<file path="src/rtl/mont_domain_encoder.sv">
// Serial Montgomery-domain encoder: result_o = y_i * 2^k mod m_i, k = m_bl_i.
// One shift-and-reduce step per cycle over {y_i, k zeros}, MSB first.
module mont_domain_encoder #(
    parameter int DATA_LENGTH = 32
) (
    input  logic                   CLK_pci_sys_clk_p,
    input  logic                   rst_i,
    input  logic                   start_i,
    input  logic [DATA_LENGTH-1:0] y_i,
    input  logic [DATA_LENGTH-1:0] m_i,
    input  logic [DATA_LENGTH-1:0] m_bl_i,
    output logic                   busy_o,
    output logic [DATA_LENGTH-1:0] result_o,
    output logic                   valid_o
);

    localparam int CW = $clog2(2 * DATA_LENGTH + 1);

    typedef enum logic {
        IDLE,
        RUN
    } state_t;

    state_t                 state;
    logic [DATA_LENGTH:0]   acc;
    logic [DATA_LENGTH-1:0] y_sh;
    logic [DATA_LENGTH-1:0] m_q;
    logic [CW-1:0]          cnt;

    logic [DATA_LENGTH+1:0] t_w;
    logic [DATA_LENGTH+1:0] m_ext;
    logic [DATA_LENGTH+1:0] red_w;
    logic [DATA_LENGTH:0]   acc_nxt;
    logic                   last_step;
    logic                   accept;
    logic [CW-1:0]          n_steps;

    // NOTE: every always_comb output gets a default first, so no path can infer a latch.
    always_comb begin
        t_w     = {acc, y_sh[DATA_LENGTH-1]};
        m_ext   = {2'b00, m_q};
        red_w   = (t_w >= m_ext) ? (t_w - m_ext) : t_w;
        acc_nxt = red_w[DATA_LENGTH:0];
    end

    assign last_step = (state == RUN) && (cnt == CW'(1));
    assign accept    = start_i && ((state == IDLE) || last_step);

    // An out-of-range k is clamped so an illegal job still finishes in 2*DATA_LENGTH steps.
    assign n_steps = (m_bl_i > DATA_LENGTH'(DATA_LENGTH))
                   ? CW'(2 * DATA_LENGTH)
                   : CW'(DATA_LENGTH) + m_bl_i[CW-1:0];

    // NOTE: sequential state uses non-blocking assignments only; later ones win on the same edge.
    always_ff @(posedge CLK_pci_sys_clk_p) begin
        if (rst_i) begin
            state    <= IDLE;
            acc      <= '0;
            y_sh     <= '0;
            m_q      <= '0;
            cnt      <= '0;
            busy_o   <= 1'b0;
            valid_o  <= 1'b0;
            result_o <= '0;
        end else begin
            valid_o <= 1'b0;

            if (state == RUN) begin
                acc  <= acc_nxt;
                y_sh <= {y_sh[DATA_LENGTH-2:0], 1'b0};
                cnt  <= cnt - CW'(1);
                if (last_step) begin
                    result_o <= acc_nxt[DATA_LENGTH-1:0];
                    valid_o  <= 1'b1;
                end
            end

            // A start on the completing edge chains straight into the next job.
            if (accept) begin
                acc    <= '0;
                y_sh   <= y_i;
                m_q    <= m_i;
                cnt    <= n_steps;
                state  <= RUN;
                busy_o <= 1'b1;
            end else if (last_step) begin
                state  <= IDLE;
                busy_o <= 1'b0;
            end
        end
    end

endmodule

</file>
<file path="config.mk">
export PLATFORM = sky130hd
export DESIGN_NAME = mont_domain_encoder
export DESIGN_NICKNAME = d
export VERILOG_FILES = /design/src/rtl/mont_domain_encoder.sv
export SDC_FILE = /design/constraint.sdc
export NUM_CORES = 1
export LEC_CHECK = 0
export ABC_AREA = 1
export CAP_MARGIN = 25
export CORE_MARGIN = 1
export CORE_UTILIZATION = 50
export CTS_CLUSTER_SIZE = 25
export DETAILED_ROUTE_END_ITERATION = 10
export PLACE_DENSITY_LB_ADDON = 0.08
export SLEW_MARGIN = 40
export SYNTH_ARGS = -nofsm -noshare
export SYNTH_HDL_FRONTEND = slang
export SYNTH_SLANG_ARGS = --single-unit
</file>
<file path="constraint.sdc">
create_clock -name CLK_pci_sys_clk_p -period 4.54 [get_ports CLK_pci_sys_clk_p]
set_clock_uncertainty 0.2 [all_clocks]
set_input_delay 0.681 -clock CLK_pci_sys_clk_p [delete_from_list [all_inputs] [get_ports CLK_pci_sys_clk_p]]
set_output_delay 0.681 -clock CLK_pci_sys_clk_p [all_outputs]
set_load 0.03 [all_outputs]
</file>
# Word level (Yosys, flattened, before mapping)
# Cells that the tools add are included.
dict set report totals {
  inputBits 99
  elab_cells 31
  reg_bits 138
  output_inout_bits 34
}
dict set report classes {
  bitwise_logic 1
  reduce_logical 8
  muxes 9
  order_cmp 2
  addsub 3
  eq_ne 1
}
# operator count
set ops {}
lappend ops {{$mux W32} 2}
lappend ops {{$ge A34 B32 Y1} 1}
lappend ops {{$mux W33} 1}
lappend ops {{$sub A33 B32 Y33} 1}
lappend ops {{$gt A32 B6 Y1 const B} 1}
lappend ops {{$mux W7} 3}
lappend ops {{$add A6 B7 Y7 const A} 1}
lappend ops {{$eq A7 B1 Y1 const B} 1}
lappend ops {{$sub A7 B1 Y7 const B} 1}
lappend ops {{$reduce_bool A2 Y1} 2}
lappend ops {{$reduce_or A2 Y1} 2}
lappend ops {{$mux W1} 3}
lappend ops {{$logic_and A1 B1 Y1} 2}
lappend ops {{$reduce_and A2 Y1} 1}
lappend ops {{$logic_or A1 B1 Y1} 1}
lappend ops {{$not A1 Y1} 1}

# Depth between registers and ports, before layout
dict set report depth {
  word_depth 5
  depth_mapped 17
  mapped_depth_nobuf 17
}

# Worst setup path before layout
# Ideal clock, no wire load.
dict set report synth_path {
  path_kind {reg-to-reg}
  from {reg y_sh[31]}
  to {reg acc[20]}
  setup_ns 0.109
  setup_slack_ns 2.326
  period_less_slack_ns 2.214
  path_buffers 1
  path_stages_with_launch 16
  arrival_time_ns 1.905
  required_ns 4.231
  cell_sequence {dfxtp_1 > inv_1 > ha_1 > inv_1 > fa_1 > nand3_1 > nand3_2 > nand2_1 > nand2_1 > nand2_2 > nand3_4 > buf_8 > nand2_1 > nand3_1 > nand2_1 > inv_1}
}
dict set report synth_between {
  elab_chain_len 2
  elab_cells_between_ends 3
  classes_between {add/sub (1); order compare (1); mux (1)}
}
# item line_no
set synth_lines {}
lappend synth_lines {{start: declaration} 26} ;# logic [DATA_LENGTH-1:0] y_sh;
lappend synth_lines {{start signal: assignment} 70} ;# y_sh <= {y_sh[DATA_LENGTH-2:0], 1'b0};
lappend synth_lines {{start signal: assignment} 81} ;# y_sh <= y_i;
lappend synth_lines {{$sub A33 B32 Y33 / $ge A34 B32 Y1 (equally long branches)} 42} ;# red_w = (t_w >= m_ext) ? (t_w - m_ext) : t_w;
lappend synth_lines {{$mux W33 (*)} 42}
lappend synth_lines {{end signal: assignment} 69} ;# acc <= acc_nxt;
lappend synth_lines {{end: declaration} 25} ;# logic [DATA_LENGTH:0] acc;
# Mark *: on every way between the ends. The rest lies on a longest branch, timed or not.
# A chain may end at the register's enable or synchronous reset.

# Final worst setup path
dict set report layout_path {
  from {reg y_sh[31]}
  to {reg acc[8]}
}
# Same word-level chain as after synthesis.

==> impl_metrics.ini <==
[routing]
via_count = 9174
drc = 0
ant_nets = 0
routed_wl_um = 23400
dr.first_iter.drc_count = 635
wl_per_cell_um = 12.6
dr.pass1.iters = 5
routed_via_density = 4.95

[timing]
final.min_clock_period_ps = 3370
final-setup-viol-count = 0
period_share_pct = 74.2
maxSlewHeadroom_pct = 48.0
worst_pin_slew_ps = 780
setup_tns_ps = 0
hold_viol_final = 0
fin_ws_ps = 1170
drv_slew = 0
rsz0062_at_grt = false
max_freq_ghz = 0.297

[place]
port_buffers = 132
place_ws_ps = 1240
dp_cells = 1820
dp_hpwl_um = 16700
place.gp.congestion = 0.948

[clock_tree]
cts_buffers = 17
h-tree-depth = 4
clk_pin_slew_ps = 60
cts_tree = yes
cts_hold_buf = 0
clk_path_buf_depth = 2
post_cts_buffers = 0
clk_latency_ps = 440
postCtsResizedCells = 0
clock-sinks = 138
cts_root_buffer = clkbuf_16

[synth]
ys.warnings.count = 0
syn_area_per_cell_sq_um = 5.95
yosysSeqAreaShare_pct = 30.5
synth_most_common_cell = nand2_1
synth_edf_count = 0
ys_top_cells_by_count = 398 x nand2_1, 295 x inv_1, 183 x nor2_1
yosys-top-cells-area = dfxtp_1 31%, nand2_1 17%, inv_1 12%
yosys.area.top_type = dfxtp_1
yosysUniqueCellTypes = 41
ys_ff_latch = 138
synth_area_sq_um = 9050
synth_top_area_share_pct = 30.5
synth_nets = 1654
ys_async_sr_fraction_pct = 0
dominantRegCellSynth = dfxtp_1
netlist_instances = 1520

[flow_run]
cap_viol_max_count = 0

[critical_path]
cp_slowest_cell = nand2_2
required_ps = 4680
slowest_delay_ps = 560
critical_path.cell_chain = inv_1 > ha_1 > inv_1 > fa_1 > nand3_1 > nand3_2 > nand2_1 > nand2_1 > nand2_2 > nand3_4 > nand2_1 > nand3_1 > nand2_1 > inv_1
critPathLaunchType = flop
worstPathMaxFanout = 33
arrival_ps = 3500
end_kind = flop
worstSetupPathType = reg -> reg
cp_common_cell = nand2_1

[grt]
grt_usage_pct = 26.3
grt_max_degree = 74
grt_first_pass_wirelength_um = 38700
overflow = 0
antenna_found_initial = 0
grt_pass1_vias = 8251

[power_and_ir_drop]
swShare_pct = 37.4
ir_drop_v = 0.000347
comb_power_share_pct = 33.1
p_leak_uw = 0.00571
pwr-share-clk_pct = 34.6
switchingPower_uw = 1560
power_density_nw_per_um2 = 378
internal_power_uw = 2610
power_frac_seq_pct = 32.3

[cells_and_area]
antenna_cells = 0
drive_gt1_share_pct = 3.93
fin_nets = 1748
instances_no_fill = 1852
fillers = 1734
multi_input_area_sq_um = 4860
regArea_sq_um = 2760
syn_to_final_growth_pct = 21.9

[floorplanning]
dieArea_sq_um = 18600
pin_count = 133
start_util_pct = 51.8
coreArea_sq_um = 17500
rows = 48
die_h_um = 137
die_x_um = 137

[run_status]
outcome = complete, no violations

[hold_path]
hp-class = reg -> reg
-- through the flow --
step	hold WS [ps]	power (uW)	util, %	area [sq um]
CTS	275	4190	63.1	11000
finish	270	4170	63.1	11000
floorplan	233	2390	-	9050
global route	289	4440	63.1	11000
global placement	245	2730	59.5	10400
detailed placement	265	2740	59.7	10400
-- critical path: cells and delay by family, from the launching register on --
kind | cells | cell delay (ps)
simple gates | 9 | 1940
fa+ha+maj | 2 | 590
flops | 1 | 320
buf+inv | 3 | 180
-- placed cells by master, fill, tap and decap left out, types with 3 or more instances in the layout --
master           instances
nand2_1                397
inv_1                  294
nor2_1                 182
dfxtp_1                137
clkdlybuf4s50_1        131
nand3_1                 95
a21oi_1                 95
o21ai_0                 83
nand4_1                 44
ha_1                    34
o21ai_1                 22
clkbuf_16               17
xor2_1                  16
nor3_1                  10
inv_6                    8
nor4_1                   7
inv_2                    6
buf_4                    6
and2_1                   4
nand2_2                  3
nor2_4                   3
nor2_2                   3
-- state kept, by name, summed over array words and instances (netlist names) --
name      count
acc          33
cnt           7
m_q          32
result_o     32
state         1
valid_o       1
y_sh         32
-- power groups by stage --
stage / registers (uW) / clock network, uW / logic [uW]
2_1_floorplan: 1380 / 0 / 1010
3_3_place_gp: 1370 / 0 / 1350
6_report: 1350 / 1440 / 1380
5_1_grt: 1360 / 1510 / 1570
3_5_place_dp: 1380 / 0 / 1370
4_1_cts: 1350 / 1460 / 1380
-- cells by family (layout without fill, tap and decap cells) --
kind of cell	after synthesis	count (layout)	share of synthesized area, %
xor+xnor	17	17	1.65
simple gates	757	757	35.3
buf+inv	365	472	15.9
compound gates	208	208	11.7
flops	138	138	30.5
fa+ha+maj	35	35	4.92
-- routing by layer --
metal,part of all wire (%),vias up,global-route usage (%)
met3,5.3,26,5.33
met1,47,4011,33.5
met2,46,240,44.3
met4,1.8,0,8.09
met5,0,-,0
li1,-,4897,-
-- worst paths after layout --
kind / startpoint / to / slack, ps / depth (start not counted)
worst max-delay path: y_sh[31] / acc[8] / 1170 / 14
worst min-delay path: m_q[18] / m_q[18] / 270 / 2
worst max register to register: y_sh[31] / acc[8] / 1170 / 14
worst min register to register: m_q[18] / m_q[18] / 270 / 2
-- final cells by class --
cell class                      instances  share of cell area [%]
Inverter                              301                    10.3
Clock inverter                         15                    1.60
Sequential cell                       138                    25.1
Tap cell                              225                    2.55
Timing Repair Buffer                  139                    12.6
Clock buffer                           17                    3.86
Multi-Input combinational cell       1017                    44.1
(Power assumes the default switching activity.)
